===== config.mk =====
export PLATFORM = sky130hd
export DESIGN_NAME = search_arbiter_flat
export DESIGN_NICKNAME = d
export VERILOG_FILES = /design/src/rtl/search_arbiter_if.sv /design/src/rtl/search_arbiter.sv /design/src/flat_wrapper.sv
export SDC_FILE = /design/constraint.sdc
export NUM_CORES = 1
export LEC_CHECK = 0
export ABC_CLOCK_PERIOD_IN_PS = 2000
export CORE_ASPECT_RATIO = 0.75
export CORE_MARGIN = 8
export CORE_UTILIZATION = 44
export CTS_CLUSTER_SIZE = 24
export DETAILED_ROUTE_END_ITERATION = 16
export GPL_TIMING_DRIVEN = 0
export PLACE_DENSITY = 0.78
export SYNTH_ARGS = -nofsm -noshare
export SYNTH_HDL_FRONTEND = slang
export SYNTH_SLANG_ARGS = --single-unit

===== constraint.sdc =====
create_clock -name clk -period 2 [get_ports clk]
set_clock_uncertainty 0.05 [all_clocks]
set_input_delay 0.4 -clock clk [delete_from_list [all_inputs] [get_ports clk]]
set_output_delay 0.4 -clock clk [all_outputs]
set_load 0.03 [all_outputs]

===== src/rtl/search_arbiter_if.sv =====
// search_arbiter_if: control and result bus between the arbiter and the binary-search engine
interface search_arbiter_if #(
  parameter int DATA_W = 8,
  parameter int ADDR_W = 5
);
  logic              eng_start;
  logic              eng_reset;
  logic [DATA_W-1:0] eng_A;
  logic              eng_f;
  logic              eng_nf;
  logic [ADDR_W-1:0] eng_addr;
  modport master (output eng_start, eng_reset, eng_A, input eng_f, eng_nf, eng_addr);
  modport slave  (input eng_start, eng_reset, eng_A, output eng_f, eng_nf, eng_addr);
endinterface


===== src/rtl/search_arbiter.sv =====
// search_arbiter: two-requester round-robin sequencer for the shared binary-search engine
module search_arbiter #(
  parameter int DATA_W  = 8,
  parameter int ADDR_W  = 5,
  parameter int TIMEOUT = 16
) (
  input  logic              clk,
  input  logic              reset,
  input  logic              req0,
  input  logic [DATA_W-1:0] key0,
  input  logic              req1,
  input  logic [DATA_W-1:0] key1,
  output logic              done0,
  output logic              done1,
  output logic              found,
  output logic              not_found,
  output logic              timed_out,
  output logic [ADDR_W-1:0] res_addr,
  output logic [1:0]        grant,
  output logic              busy,
  search_arbiter_if.master  eng
);
  typedef enum logic [2:0] {IDLE, LAUNCH, SETTLE, BUSY, RESP} state_t;
  localparam logic [7:0] LIM = 8'(TIMEOUT - 1);
  state_t     state;
  logic       last;
  logic       pick;
  logic [7:0] cnt;
  assign pick = req1 && (!req0 || !last);
  assign eng.eng_reset = reset || timed_out;
  always_ff @(posedge clk) begin
    if (reset) begin
      state         <= IDLE;
      last          <= 1'b1;
      cnt           <= '0;
      done0         <= 1'b0;
      done1         <= 1'b0;
      found         <= 1'b0;
      not_found     <= 1'b0;
      timed_out     <= 1'b0;
      res_addr      <= '0;
      grant         <= 2'b00;
      busy          <= 1'b0;
      eng.eng_start <= 1'b0;
      eng.eng_A     <= '0;
    end else begin
      case (state)
        IDLE: if (req0 || req1) begin
          grant         <= pick ? 2'b10 : 2'b01;
          eng.eng_A     <= pick ? key1 : key0;
          busy          <= 1'b1;
          eng.eng_start <= 1'b1;
          state         <= LAUNCH;
        end
        LAUNCH: begin
          eng.eng_start <= 1'b0;
          state         <= SETTLE;
        end
        SETTLE: begin
          cnt   <= '0;
          state <= BUSY;
        end
        BUSY: begin
          cnt <= cnt + 8'd1;
          if (eng.eng_f || eng.eng_nf || cnt == LIM) begin
            found     <= eng.eng_f;
            not_found <= !eng.eng_f && eng.eng_nf;
            timed_out <= !eng.eng_f && !eng.eng_nf;
            res_addr  <= eng.eng_f ? eng.eng_addr : '0;
            done0     <= grant[0];
            done1     <= grant[1];
            state     <= RESP;
          end
        end
        RESP: begin
          last      <= grant[1];
          done0     <= 1'b0;
          done1     <= 1'b0;
          found     <= 1'b0;
          not_found <= 1'b0;
          timed_out <= 1'b0;
          res_addr  <= '0;
          grant     <= 2'b00;
          busy      <= 1'b0;
          state     <= IDLE;
        end
        default: state <= IDLE;
      endcase
    end
  end
endmodule

===== src/flat_wrapper.sv =====
// flat-port wrapper written by rule: the top's interface ports become plain ports
module search_arbiter_flat 
#(
  parameter int DATA_W  = 8,
  parameter int ADDR_W  = 5,
  parameter int TIMEOUT = 16
)
  (clk, reset, req0, key0, req1, key1, done0, done1, found, not_found, timed_out, res_addr, grant, busy, eng_eng_start, eng_eng_reset, eng_eng_A, eng_eng_f, eng_eng_nf, eng_eng_addr);
  search_arbiter_if #(.DATA_W(DATA_W), .ADDR_W(ADDR_W)) eng_i ();
  input  logic clk;
  input  logic reset;
  input  logic req0;
  input  logic [DATA_W-1:0] key0;
  input  logic req1;
  input  logic [DATA_W-1:0] key1;
  output logic done0;
  output logic done1;
  output logic found;
  output logic not_found;
  output logic timed_out;
  output logic [ADDR_W-1:0] res_addr;
  output logic [1:0] grant;
  output logic busy;
  output wire logic [$bits(eng_i.eng_start)-1:0] eng_eng_start;
  output wire logic [$bits(eng_i.eng_reset)-1:0] eng_eng_reset;
  output wire logic [$bits(eng_i.eng_A)-1:0] eng_eng_A;
  input wire logic [$bits(eng_i.eng_f)-1:0] eng_eng_f;
  input wire logic [$bits(eng_i.eng_nf)-1:0] eng_eng_nf;
  input wire logic [$bits(eng_i.eng_addr)-1:0] eng_eng_addr;
  assign eng_eng_start = eng_i.eng_start;
  assign eng_eng_reset = eng_i.eng_reset;
  assign eng_eng_A = eng_i.eng_A;
  assign eng_i.eng_f = eng_eng_f;
  assign eng_i.eng_nf = eng_eng_nf;
  assign eng_i.eng_addr = eng_eng_addr;
  search_arbiter #(.DATA_W(DATA_W), .ADDR_W(ADDR_W), .TIMEOUT(TIMEOUT)) u_core (.clk(clk), .reset(reset), .req0(req0), .key0(key0), .req1(req1), .key1(key1), .done0(done0), .done1(done1), .found(found), .not_found(not_found), .timed_out(timed_out), .res_addr(res_addr), .grant(grant), .busy(busy), .eng(eng_i));
endmodule

==> results.ini <==
[synth]
synth_cell_type_count=40
synth-seq-area-share_pct=47.2
yosysWarnings=0
netlist_instances=145
synthesis.nets=173
synth_area_per_cell_um2=9.94
synth_area_um2=1440
synth-seq-cells=34

[layout]
diodes=0
nets=228
syn2layout_area_growth_pct=43.6
fillers=254
drive_gt1_share_pct=15.9
stdcell_area_um2=2070
final_cell_mix=clkdlybuf4s50_1 (47), dfxtp_1 (34), nor2_1 (26)
mostFrequentLayoutCell=clkdlybuf4s50_1

[grt]
overflow=0
use_met2_pct=25.6
antenna_found_initial=0
grt_pass1_vias=1369
grt.total_usage_pct=15.1
grt_max_degree=13
grt_util_met3_pct=7.63
grt_pass1_wl_um=6460
grt-busiest-layer=met2
gr-usage-met1_pct=16.1

[worst_setup_path]
worstPathArrival_ns=1.39
r2r-start=u_core.cnt[0]
max_stage_delay_ns=0.71
critPathCaptureType=output port
rrSetupSlack_ns=0.24
critPathTopFamily=buffers and inverters
cp_slowest_cell=clkdlybuf4s50_1
startpoint_type=register
worstPathBufferInverterCount=1
reg2reg_depth=5
rr_endpoint=u_core.res_addr[4]
worstPathMaxFanout=4
crit_type=reg -> out
critPathRequiredTime_ns=1.55
cp_cell_sequence=clkdlybuf4s50_1

[outcome]
status=finished clean

[timing]
slew_violations=0
hold_violations=0
setup-violations-final=0
max_freq_ghz=0.544
rsz0062_at_grt=no
worst_slew_pin_slew_ns=0.453
setup_ws_ns=0.162
period_share_pct=91.9
final.min_clock_period_ns=1.84
max_slew_margin_pct=69.8

[placed_design]
portBuffers=49
post-place-ws_ns=-0.582
place_congestion=0.753
post-dp-hpwl_um=2930
dpl-instance-area_um2=1980

[die]
fp.coreArea_um2=3220
io_pins=50
fp.dieH_um=65.6
core.rowCount=18
floorplan.initialDensity_pct=44.8
dieArea_um2=5380
die_w_um=82.1

[routing]
routed_wl_um=3800
avgRoutedWirePerCell_um=15.8
dr.first_iter.drc_count=101
ant_nets=0
viasPerCell=5.52
dr_total_vias=1330
dr.pass1.iters=4
drc=0

[clocking]
cts_buffers=5
cts.clk_slew.worst_paths_ns=0.07
cts_max_path_buffers=2
htree_levels=2
root_buffer=clkbuf_8
insertion_delay_ns=0.28
tritoncts=built
postCtsSetupBuffers=0
cts_sinks=34

[worst_hold_path]
worstHoldStart=u_core.busy
holdPathStages=2
whs_endpoint=u_core.busy
hp-class=reg -> reg

[power]
power.total_uw=1590
p_per_area_nw_per_um2=768
vdd_ir_drop_max_mv=0.493
leakagePower_uw=0.000855

[flow_run]
cap_viol_max_count=0

## repair_timing
item	in CTS	in global routing
hold buffers	0	0
resized for setup	4	0
endpoints found under the setup margin	1	0
## area by class of cell
type,count,area (µm²),share of cell area [%]
tap,40,50.0,2.42
multi-input combinational,102,701,33.9
buffer,8,56.3,2.72
timing repair buffer,49,490,23.7
clock buffer,7,86.3,4.17
sequential,34,681,32.9
clock inverter,1,5.00,0.242
## synthesized netlist by cell type
library cell / n / area (µm²)
o21ai_0: 2 / 10.0
nand2_1: 12 / 45.0
or3b_2: 1 / 8.76
buf_2: 3 / 15.0
nand3b_1: 2 / 15.0
nand4_1: 4 / 25.0
nor2_1: 26 / 97.6
nand3_1: 1 / 5.00
a21oi_1: 4 / 20.0
a31o_2: 1 / 8.76
nor3b_2: 2 / 25.0
a31o_1: 1 / 8.76
nor3_1: 1 / 5.00
o21a_1: 1 / 7.51
and2_4: 1 / 8.76
nor3_4: 1 / 16.3
a21boi_0: 1 / 7.51
o21bai_1: 1 / 7.51
dfxtp_1: 34 / 681
and3_2: 1 / 7.51
ha_1: 1 / 12.5
nor2b_1: 1 / 6.26
a211oi_1: 2 / 15.0
and4b_1: 1 / 10.0
or2_2: 1 / 6.26
nand2_4: 1 / 11.3
a222oi_1: 8 / 80.1
buf_4: 2 / 15.0
and3_1: 3 / 18.8
nor4_1: 1 / 6.26
clkbuf_1: 2 / 7.51
a31oi_1: 2 / 12.5
o41ai_4: 1 / 27.5
o21ai_2: 1 / 8.76
xor2_1: 6 / 52.6
nand2b_1: 2 / 12.5
a32o_2: 5 / 56.3
mux2i_1: 2 / 20.0
nand4b_2: 1 / 15.0
buf_6: 2 / 22.5
## power by group
| group | leakage, µW | internal, µW | switching (µW) | total, µW |
|---|---|---|---|---|
| combinational | 0.000530 | 162 | 176 | 339 |
| sequential | 0.000277 | 713 | 25.0 | 738 |
| clock | 0.0000482 | 277 | 236 | 513 |
## state kept, by name, indices dropped and copies added, names as in the netlist, 2 cells and up
register / count
u_core.eng.eng_A: 8
u_core.grant: 2
u_core.res_addr: 5
u_core.cnt: 8
u_core.state: 3
## worst max path at each step
stage / start / cells after the start / to / slack, ns
5_1_grt: u_core.cnt[0] / 5 / u_core.res_addr[1] / 0.09
6_report: u_core.grant[1] / 1 / grant[1] / 0.16
3_3_place_gp: reset / 4 / eng_eng_reset / -0.57
2_1_floorplan: u_core.cnt[0] / 5 / u_core.res_addr[0] / 0.43
3_5_place_dp: reset / 4 / eng_eng_reset / -0.58
4_1_cts: u_core.grant[1] / 1 / grant[1] / 0.15
## cells by family (layout without fill, tap and decap cells)
logic type / Yosys count / in the layout / share of synthesized area [%]
AOI/OAI and AO/OA: 30 / 30 / 18.8
buffers and inverters: 9 / 65 / 4.17
muxes: 2 / 2 / 1.39
adders and majority gates: 1 / 1 / 0.868
and+or+nand+nor: 63 / 63 / 24.0
xor gates and xnor gates: 6 / 6 / 3.65
DFF: 34 / 34 / 47.2
## per-stage QoR
step | instances | hold slack, ns | TNS (ns) | util, %
floorplan | 145 | 0.394 | 0 | -
global route | 241 | 0.433 | 0 | 64.3
CTS | 241 | 0.414 | 0 | 64.3
global placement | 234 | 0.393 | -0.565 | 61.5
finish | 241 | 0.413 | 0 | 64.3
detailed placement | 234 | 0.404 | -0.582 | 61.5
## routing by layer
metal  up-vias  share of wire (%)
met5         -                  0
met4         0                2.2
met3        10                7.8
met2        38                 49
met1       643                 41
li1        639                  -
Power figures use the tool's default switching activity.
